File: src/rtl/conv3x3_seq_ctrl.sv
// -----------------------------------------------------------------------------
// conv3x3_seq_ctrl
//
// Sequencer for the 3x3 convolution datapath. That datapath is made of nine
// pipelined 16-bit multipliers feeding a binary adder tree, and it has no
// enable or stall.
//
// Frame flow: IDLE -> LOAD_K -> RUN -> DRAIN -> DONE -> IDLE.
//   - On start, nine kernel weights (k0..k8) are written into a held 144-bit bus.
//   - One 3x3 window per output position is then accepted from the line buffer.
//   - The fixed datapath latency is tracked so each result is tagged with its
//     row/col and a valid strobe.
//
// Handshakes: a transfer happens on a rising clk edge where valid and ready
// are both high. Ready is driven by this block and depends only on the
// registered state, never on valid. Valid may be raised and dropped freely by
// the source; a cycle with valid low simply transfers nothing.
//
// Ports
//   clk        in   1    clock, rising edge
//   rst_n      in   1    asynchronous reset, active low
//   start      in   1    request to begin a frame (honoured only in IDLE)
//   kw_valid   in   1    weight word valid
//   kw_data    in   16   weight word, arriving in order k0..k8
//   kw_ready   out  1    high throughout LOAD_K
//   win_valid  in   1    line buffer presents a window on the datapath x bus
//   win_ready  out  1    high throughout RUN
//   kernel     out  144  weight bus; word i on [16*i+15:16*i]
//   mac_issue  out  1    window enters the datapath this cycle
//   out_valid  out  1    datapath output is a valid result this cycle
//   out_row    out  CW   row of the current result
//   out_col    out  CW   column of the current result
//   busy       out  1    high in every state except IDLE
//   done       out  1    one-cycle pulse after the last result has left
// -----------------------------------------------------------------------------
module conv3x3_seq_ctrl #(
  parameter int OUT_W = 8,
  parameter int OUT_H = 8,
  parameter int LAT   = 4,
  parameter int CW    = 8
) (
  input  logic          clk,
  input  logic          rst_n,
  input  logic          start,
  input  logic          kw_valid,
  input  logic [15:0]   kw_data,
  output logic          kw_ready,
  input  logic          win_valid,
  output logic          win_ready,
  output logic [143:0]  kernel,
  output logic          mac_issue,
  output logic          out_valid,
  output logic [CW-1:0] out_row,
  output logic [CW-1:0] out_col,
  output logic          busy,
  output logic          done
);

  typedef enum logic [2:0] {
    S_IDLE   = 3'd0,
    S_LOAD_K = 3'd1,
    S_RUN    = 3'd2,
    S_DRAIN  = 3'd3,
    S_DONE   = 3'd4
  } state_t;

  localparam logic [CW-1:0] LAST_COL = CW'(OUT_W - 1);
  localparam logic [CW-1:0] LAST_ROW = CW'(OUT_H - 1);

  state_t        state;
  logic [3:0]    k_idx;
  logic [CW-1:0] iss_row;
  logic [CW-1:0] iss_col;
  logic [LAT:1]  lat_sr;

  logic kw_hs;
  logic last_issue;
  logic last_result;

  // win_ready is only ever high in RUN, so a window handshake is an issue.
  assign mac_issue = win_valid & win_ready;
  assign kw_hs     = kw_valid & kw_ready;

  // The datapath cannot stall, so the result for an issue appears exactly LAT
  // cycles later. Bubbles in the issue stream are therefore carried through.
  assign out_valid = lat_sr[LAT];

  assign last_issue  = mac_issue && (iss_row == LAST_ROW) && (iss_col == LAST_COL);
  assign last_result = out_valid && (out_row == LAST_ROW) && (out_col == LAST_COL);

  // ---------------------------------------------------------------------------
  // Control FSM. Ready, busy and done are registered alongside the state, so
  // they change on the same edges as the state register.
  // ---------------------------------------------------------------------------
  always_ff @(posedge clk or negedge rst_n) begin
    if (!rst_n) begin
      state     <= S_IDLE;
      k_idx     <= '0;
      kernel    <= '0;
      kw_ready  <= 1'b0;
      win_ready <= 1'b0;
      busy      <= 1'b0;
      done      <= 1'b0;
    end else begin
      done <= 1'b0;
      case (state)
        S_IDLE: begin
          if (start) begin
            state    <= S_LOAD_K;
            k_idx    <= '0;
            kw_ready <= 1'b1;
            busy     <= 1'b1;
          end
        end

        S_LOAD_K: begin
          if (kw_hs) begin
            kernel[16*k_idx +: 16] <= kw_data;
            if (k_idx == 4'd8) begin
              state     <= S_RUN;
              kw_ready  <= 1'b0;
              win_ready <= 1'b1;
            end else begin
              k_idx <= k_idx + 4'd1;
            end
          end
        end

        S_RUN: begin
          if (last_issue) begin
            state     <= S_DRAIN;
            win_ready <= 1'b0;
          end
        end

        S_DRAIN: begin
          // Leave on the same edge that retires the final result.
          if (last_result) begin
            state <= S_DONE;
            done  <= 1'b1;
          end
        end

        S_DONE: begin
          // start is deliberately not looked at here; a new frame needs IDLE.
          state <= S_IDLE;
          busy  <= 1'b0;
        end

        default: begin
          state     <= S_IDLE;
          kw_ready  <= 1'b0;
          win_ready <= 1'b0;
          busy      <= 1'b0;
        end
      endcase
    end
  end

  // ---------------------------------------------------------------------------
  // Issue position counter (raster order). After the final window it wraps
  // back to (0,0), ready for the next frame.
  // ---------------------------------------------------------------------------
  always_ff @(posedge clk or negedge rst_n) begin
    if (!rst_n) begin
      iss_row <= '0;
      iss_col <= '0;
    end else if (mac_issue) begin
      if (iss_col == LAST_COL) begin
        iss_col <= '0;
        iss_row <= (iss_row == LAST_ROW) ? '0 : iss_row + 1'b1;
      end else begin
        iss_col <= iss_col + 1'b1;
      end
    end
  end

  // ---------------------------------------------------------------------------
  // Latency tracker: one bit per pipeline stage of the datapath.
  // ---------------------------------------------------------------------------
  always_ff @(posedge clk or negedge rst_n) begin
    if (!rst_n) begin
      lat_sr <= '0;
    end else begin
      lat_sr[1] <= mac_issue;
      for (int i = 2; i <= LAT; i++) begin
        lat_sr[i] <= lat_sr[i-1];
      end
    end
  end

  // ---------------------------------------------------------------------------
  // Result position counter. It is kept separate from the issue counter
  // because the two are LAT cycles apart and bubbles may fall in between.
  // ---------------------------------------------------------------------------
  always_ff @(posedge clk or negedge rst_n) begin
    if (!rst_n) begin
      out_row <= '0;
      out_col <= '0;
    end else if (out_valid) begin
      if (out_col == LAST_COL) begin
        out_col <= '0;
        out_row <= (out_row == LAST_ROW) ? '0 : out_row + 1'b1;
      end else begin
        out_col <= out_col + 1'b1;
      end
    end
  end

endmodule

File: config.mk
export PLATFORM = sky130hd
export DESIGN_NAME = conv3x3_seq_ctrl
export DESIGN_NICKNAME = d
export VERILOG_FILES = /design/src/rtl/conv3x3_seq_ctrl.sv
export SDC_FILE = /design/constraint.sdc
export NUM_CORES = 1
export LEC_CHECK = 0
export CAP_MARGIN = 20
export CORE_UTILIZATION = 35
export CTS_CLUSTER_SIZE = 24
export DETAILED_ROUTE_END_ITERATION = 10
export GPL_ROUTABILITY_DRIVEN = 0
export PLACE_DENSITY = 0.71
export SLEW_MARGIN = 25
export SYNTH_ARGS = -nofsm -noshare
export SYNTH_HDL_FRONTEND = slang
export SYNTH_SLANG_ARGS = --single-unit
export TNS_END_PERCENT = 5
File: constraint.sdc
create_clock -name clk -period 7.01 [get_ports clk]
set_clock_uncertainty 0.05 [all_clocks]
set_input_delay 1.402 -clock clk [delete_from_list [all_inputs] [get_ports clk]]
set_output_delay 1.402 -clock clk [all_outputs]
set_load 0.01 [all_outputs]
Word level (Yosys, flattened, before mapping) --
Cells that the tools add are included.
Operators by class: shift operators 2, bitwise logic cells 5, add/sub/neg operators 6, reductions and logical operators 17, equality and inequality tests 15, muxes and demuxes 26
Operators with widths (number):
- $bwmux 144 | 1
- $shift 16x34->144 const A | 1
- $shiftx 16x34->144 | 1
- $neg 8->34 | 1
- $add 8x1->8 const B | 4
- $eq 8x3->1 const B | 4
- $mux 8 | 4
- $mux 3 | 5
- $mux 4 | 3
- $ne 2x2->1 const B | 6
- $pmux 3 s4 | 1
- $reduce_and 4->1 | 3
- $reduce_or 3->1 | 3
- $mux 1 | 8
- $pmux 4 s2 | 1
- $reduce_and 2->1 | 4
- $eq 3x2->1 const B | 2
- $pmux 1 s3 | 2
- $reduce_and 5->1 | 1
- $add 4x1->4 const B | 1
- $eq 4x4->1 const B | 1
- $logic_and 1x1->1 | 4
- $eq 3x1->1 const B | 1
- $eq 3x3->1 const B | 1
- other kinds (5) | 8
Word-level totals: input port bits 21, flip-flop bits (word level) 191, output and inout bits 166

Depth between registers and ports, before layout --
Gate-level depths: netlist (run 1).
word-level depth 5, gate-level depth with buffers 11, mapped depth without buffers 7

Worst setup path before layout (run 1) --
OpenSTA, ideal clock, no wires.
path type input to output, start point input port win_valid, end point output port mac_issue, path slack 3.853 ns, stages 2, buffers on the path 0, arrival time 1.705 ns, cells stage by stage nand2_1 > clkinv_1
On the way: word-level cells in the longest chain between the ends 1
Ends and longest elaborated chain:
- start, declared | RTL line 48 | input logic win_valid,
- $and 1x1->1 | RTL line 81 | assign mac_issue = win_valid & win_ready;
- end, declared | RTL line 51 | output logic mac_issue,
Every way passes these cells.

Worst setup path in the final report (run 1) --
Ends and elaborated chain as after synthesis.

==> results of run 1 <==
final cells by class:
type                            count  area share [%]
Clock inverter                     13            1.27
Inverter                           34            1.16
Timing Repair Buffer              198            17.9
Sequential cell                   191            43.3
Clock buffer                       19            4.10
Tap cell                          313            3.55
Multi-Input combinational cell    511            28.7
sequential cells by signal, indices dropped and copies added (netlist names), 3 cells and up:
register,flops
iss_col,8
iss_row,8
kernel,144
state,3
lat_sr,4
out_col,8
out_row,8
k_idx,4
per-layer routing:
layer / vias up / GRT usage, %
met5: - / 0
met4: 0 / 6.72
met3: 30 / 4.12
met2: 229 / 29.8
met1: 3078 / 26.5
li1: 3061 / -
cells in the final DEF, fill, tap and decap left out, types with 8 or more instances in the layout:
cell type and n:
o21ai_0 75, clkbuf_16 17, nor2_1 17, mux2_2 29, clkdlybuf4s50_1 185, dfrtp_1 191, o31ai_1 33, nor3_1 23
mux2_4 10, nor4_1 17, xnor2_1 16, nand4_1 18, ha_1 8, inv_1 33, buf_4 11, nand2_1 163
and3_1 11
power by group through the flow:
stage	sequential (mW)	clock, mW	combinational [mW]
4_1_cts	1.20	0.999	0.227
6_report	1.20	0.972	0.226
5_1_grt	1.21	1.05	0.256
3_3_place_gp	1.22	0	0.221
2_1_floorplan	1.22	0	0.103
3_5_place_dp	1.22	0	0.227
per-stage QoR:
stage	hold slack (ns)	total power, mW	instance area [µm²]	util, %	instances
after floorplan	0.281	1.32	8240	-	780
after global placement	0.286	1.44	10400	45.5	1246
after detailed placement	0.287	1.45	10400	45.5	1246
after CTS	0.311	2.43	11000	48.1	1278
after global routing	0.312	2.51	11000	48.3	1279
final	0.305	2.40	11000	48.3	1279
cell families after synthesis:
kind of cell	Yosys count	share of synthesized area (%)
XOR/XNOR	22	2.34
multiplexers	49	7.06
AND/OR/NAND/NOR	295	17.2
buffers and inverters	78	3.93
flip-flops	191	58.0
adder cells (fa/ha/maj)	8	1.22
AO/OA/AOI/OAI	137	10.2
worst max-delay path by stage:
stage	end	slack, ns
after floorplan	mac_issue	3.85
after global placement	mac_issue	2.89
after detailed placement	mac_issue	2.89
after CTS	mac_issue	2.89
after global routing	mac_issue	2.74
final	mac_issue	2.90
==> results.cfg, run 1 <==
[setup_path]
critPathMaxStageDelay_ns = 0.56
r2r_cells = 6
cp-end-kind = output pin
critPathArrivalTime_ns = 2.66
critPathMostFrequentCell = clkdlybuf4s50_1
reg2reg_slack_ns = 3.11
crit-reg2reg-capture = kernel[13]
crit_family = buffers and inverters
cp_slowest_cell = clkdlybuf4s50_1
setup.worst_path.start = win_valid
cp.depth = 4
crit_path_max_fanout = 9
required_ns = 5.56
regToRegStartpoint = k_idx[0]
cp_num_buf_inv = 3
worstPathCellList = clkdlybuf4s50_1 -> nand2_1 -> clkinv_1 -> clkdlybuf4s50_1
critPathKind = primary input to output pin
startpoint_type = primary input

[die]
io_pins = 187
die_height_um = 155
die_w_um = 155
core_area_um2 = 22800
start_util_pct = 36.1
rows = 55
dieArea_um2 = 24200

[clocking]
post_cts_buffers = 0
insertion_delay_ns = 0.43
clock_sink_count = 191
clkTransAtPathRegs_ns = 0.07
cts_root_buf = clkbuf_16
cts_tree = built
cts_max_level = 4
cts_hold_buf = 0
numCtsBuffers = 17
ctsResizeCount = 0
clockBufferDepth = 2

[timing]
setup_viol = 0
rsz0062_at_grt = no
finalCritPeriodShare_pct = 58.6
hold_violations = 0
finalSetupTns_ns = 0
setup_slack_ns = 2.90
max_freq_mhz = 243
drv_slew = 0
period_minus_slack_ns = 4.11
tightest_slew_ns = 0.952
maxSlewHeadroom_pct = 36.4

[synth]
synth_common_cells = dfrtp_1 (191), nand2_1 (163), o21ai_0 (75), clkbuf_1 (36)
synth_area_leader_cell = dfrtp_1
synthArstFlopShare_pct = 100
yosysMostFrequentCell = dfrtp_1
syn-num-nets = 809
ys.flop_type = dfrtp_1
synth_seq_area_share_pct = 58.0
yosysWarnings = 0
synth.distinct_cells = 55
synth.area.top_cells = dfrtp_1 (58%), nand2_1 (7.4%), o21ai_0 (4.6%)
netlist_instances = 780
avgSynthCellArea_um2 = 10.6
synth-edff-count = 0
syn-cell-area_um2 = 8240
synth_top_area_share_pct = 58.0
synth-seq-cells = 191

[route]
top_layer = met4
wl_met2_um = 10200
via_per_inst = 5.00
drtAntennaViolNets = 0
vias = 6398
wl_met1_um = 10200
drc = 0
wl_um = 22200
firstDrtPassIters = 6
drt_iter0_markers = 378
avgRoutedWirePerCell_um = 17.3
wl_met3_um = 1340

[grt]
overflow = 0
grt_max_degree = 122
grt_pass1_wl_um = 35500
grt_pass1_vias = 6363
globalRouteTotalUtil_pct = 19.2
antenna_found_initial = 0

[place]
port-buffer-count = 186
dpl.hpwl_um = 15900
post-place-ws_ns = 2.89

[final_layout]
drive_gt1_share_pct = 9.83
fillers = 2113
seq_area_um2 = 4780
multi_input_area_um2 = 3170
insertedDiodeCount = 0
synthToLayoutAreaGrowth_pct = 34.0
fin_nets = 982

[power_and_ir_drop]
vdd_ir_drop_max_mv = 0.146
power_density_nw_per_um2 = 217
cellLeakagePower_nw = 4.86
p_seq_share_pct = 50.1
internal_power_mw = 1.77
pwr-share-clk_pct = 40.5
pwr-share-comb_pct = 9.4
p_sw_share_pct = 26.2
p_sw_uw = 628

[outcome]
status = completed

[run]
cap_violations = 0

[min_path]
hold_start = lat_sr[3]
hold-path-cell-count = 0
hold_path.class = flop to flop
holdPathEnd = lat_sr[4]
Note: power is estimated with default switching activity, not from simulation.
==> run 2: changes to the inputs <==
clock period = 4.2 ns   (was 7.01 ns; I/O delays follow)
==> run 2 against run 1 <==
Net effect:
- die area did not move
- cell count is 0.16% higher
- global-route usage decreased by 0.16 points
- power grew 68%
- critical path depth is 3 higher
- non-clock buffer count rose by 2
- first-iteration DRC count up 17%
- wire length up 0.69%
- worst hold slack got worse by 0.0038 ns
- highest routed layer unchanged
- core utilization rose by 0.14 points
==> results.cfg, run 2 (synthesis results as in run 1) <==
[grt]
grt_pass1_vias = 6185
antenna_found_initial = 0
overflow = 0
grt_max_degree = 86
grt_pass1_wl_um = 35000
globalRouteTotalUtil_pct = 19.0

[setup_path]
crit_path_max_fanout = 18
startpoint_type = flop
critPathKind = flop to flop
critPathArrivalTime_ns = 3.69
required_ns = 4.46
cp-end-kind = flop

[die]
die_height_um = 155
rows = 55
core_area_um2 = 22800
dieArea_um2 = 24200
io_pins = 187
start_util_pct = 36.1
die_w_um = 155

[final_layout]
regMostFlops = kernel
synthToLayoutAreaGrowth_pct = 34.4
insertedDiodeCount = 0
fillers = 2114
final_util_pct = 48.5
stdcell_area_um2 = 11100
drive_gt1_share_pct = 9.92
mostFrequentLayoutCells = dfrtp_1 (191), clkdlybuf4s50_1 (185), nand2_1 (163)
largest_reg_flops = 144
final_common_cell = dfrtp_1
fin_nets = 984

[clocking]
clkTransAtPathRegs_ns = 0.08
clock_sink_count = 191
cts_hold_buf = 0
clockBufferDepth = 2
cts_root_buf = clkbuf_16
numCtsBuffers = 17
cts_max_level = 4
insertion_delay_ns = 0.42
cts_tree = built
ctsResizeCount = 0
post_cts_buffers = 0

[route]
drc = 0
firstDrtPassIters = 5
via_per_inst = 5.01
avgRoutedWirePerCell_um = 17.4
drtAntennaViolNets = 0
drt_iter0_markers = 442
vias = 6412
wl_um = 22300

[power_and_ir_drop]
power_density_nw_per_um2 = 364
power_mw = 4.03
cellLeakagePower_nw = 4.87
vdd_ir_drop_max_mv = 0.201

[timing]
maxSlewHeadroom_pct = 42.8
max_freq_mhz = 291
finalCritPeriodShare_pct = 81.7
setup_viol = 0
finalSetupTns_ns = 0
tightest_slew_ns = 0.859
period_minus_slack_ns = 3.43
hold_violations = 0
rsz0062_at_grt = no
drv_slew = 0

[place]
dpl.hpwl_um = 15900
port-buffer-count = 186
postPlaceCellArea_um2 = 10500

[outcome]
status = completed

[min_path]
hold_path.class = flop to flop

[run]
cap_violations = 0
## run 2: cell types whose count changed in the layout (fill, tap and decap cells not counted)
cell	before	now
o2111ai_4	0	1
clkbuf_1	0	1
o2111ai_2	4	3
inv_6	6	2
inv_8	2	4
clkinvlp_4	0	2
buf_8	1	0
clkinv_8	1	3
buf_4	11	13
buf_16	1	0
clkinv_2	2	0
buf_12	0	1
## run 2: area by class of cell
class | count | area, µm² | share of cell area (%)
Clock inverter | 13 | 165 | 1.49
Timing Repair Buffer | 200 | 1980 | 17.9
Inverter | 34 | 128 | 1.15
Clock buffer | 19 | 443 | 4.00
Multi-Input combinational cell | 511 | 3180 | 28.7
Tap cell | 313 | 392 | 3.54
Sequential cell | 191 | 4780 | 43.2
## run 2: routing by layer
layer	vias up	share of wire [%]	track usage, %
li1	3080	-	-
met1	3143	47	26.4
met2	175	47	30.3
met3	14	5.4	4.01
met4	0	0.93	5.04
met5	-	0	0
## run 2: metrics by stage
step	hold WS, ns	worst slack [ns]	cells
2_1_floorplan	0.281	1.15	780
6_report	0.301	0.769	1281
5_1_grt	0.312	0.602	1281
4_1_cts	0.303	0.792	1281
3_5_place_dp	0.285	0.824	1249
3_3_place_gp	0.286	0.893	1249
## run 2: critical path, cell delays in order, from the launching register on
cell	delay, ns
dfrtp_1	0.52
or3_1	0.42
buf_4	0.20
inv_1	0.07
ha_1	0.27
or3_1	0.56
or3_1	0.79
mux2_4	0.42
## run 2: power breakdown
group,total [mW],internal (mW),switching [mW]
clock,1.65,0.871,0.776
combinational,0.380,0.173,0.207
sequential,2.01,1.91,0.0939
total,4.03,2.95,1.08
## run 2: worst paths after layout
path	from	to	slack (ns)	cells past startpoint
max in group asynchronous	rst_n	kernel[4]	2.77	2
min in group asynchronous	rst_n	iss_col[0]	0.37	1
min	lat_sr[1]	lat_sr[2]	0.30	0
max reg2reg	k_idx[0]	kernel[11]	0.77	7
max	k_idx[0]	kernel[11]	0.77	7
min reg2reg	lat_sr[1]	lat_sr[2]	0.30	0
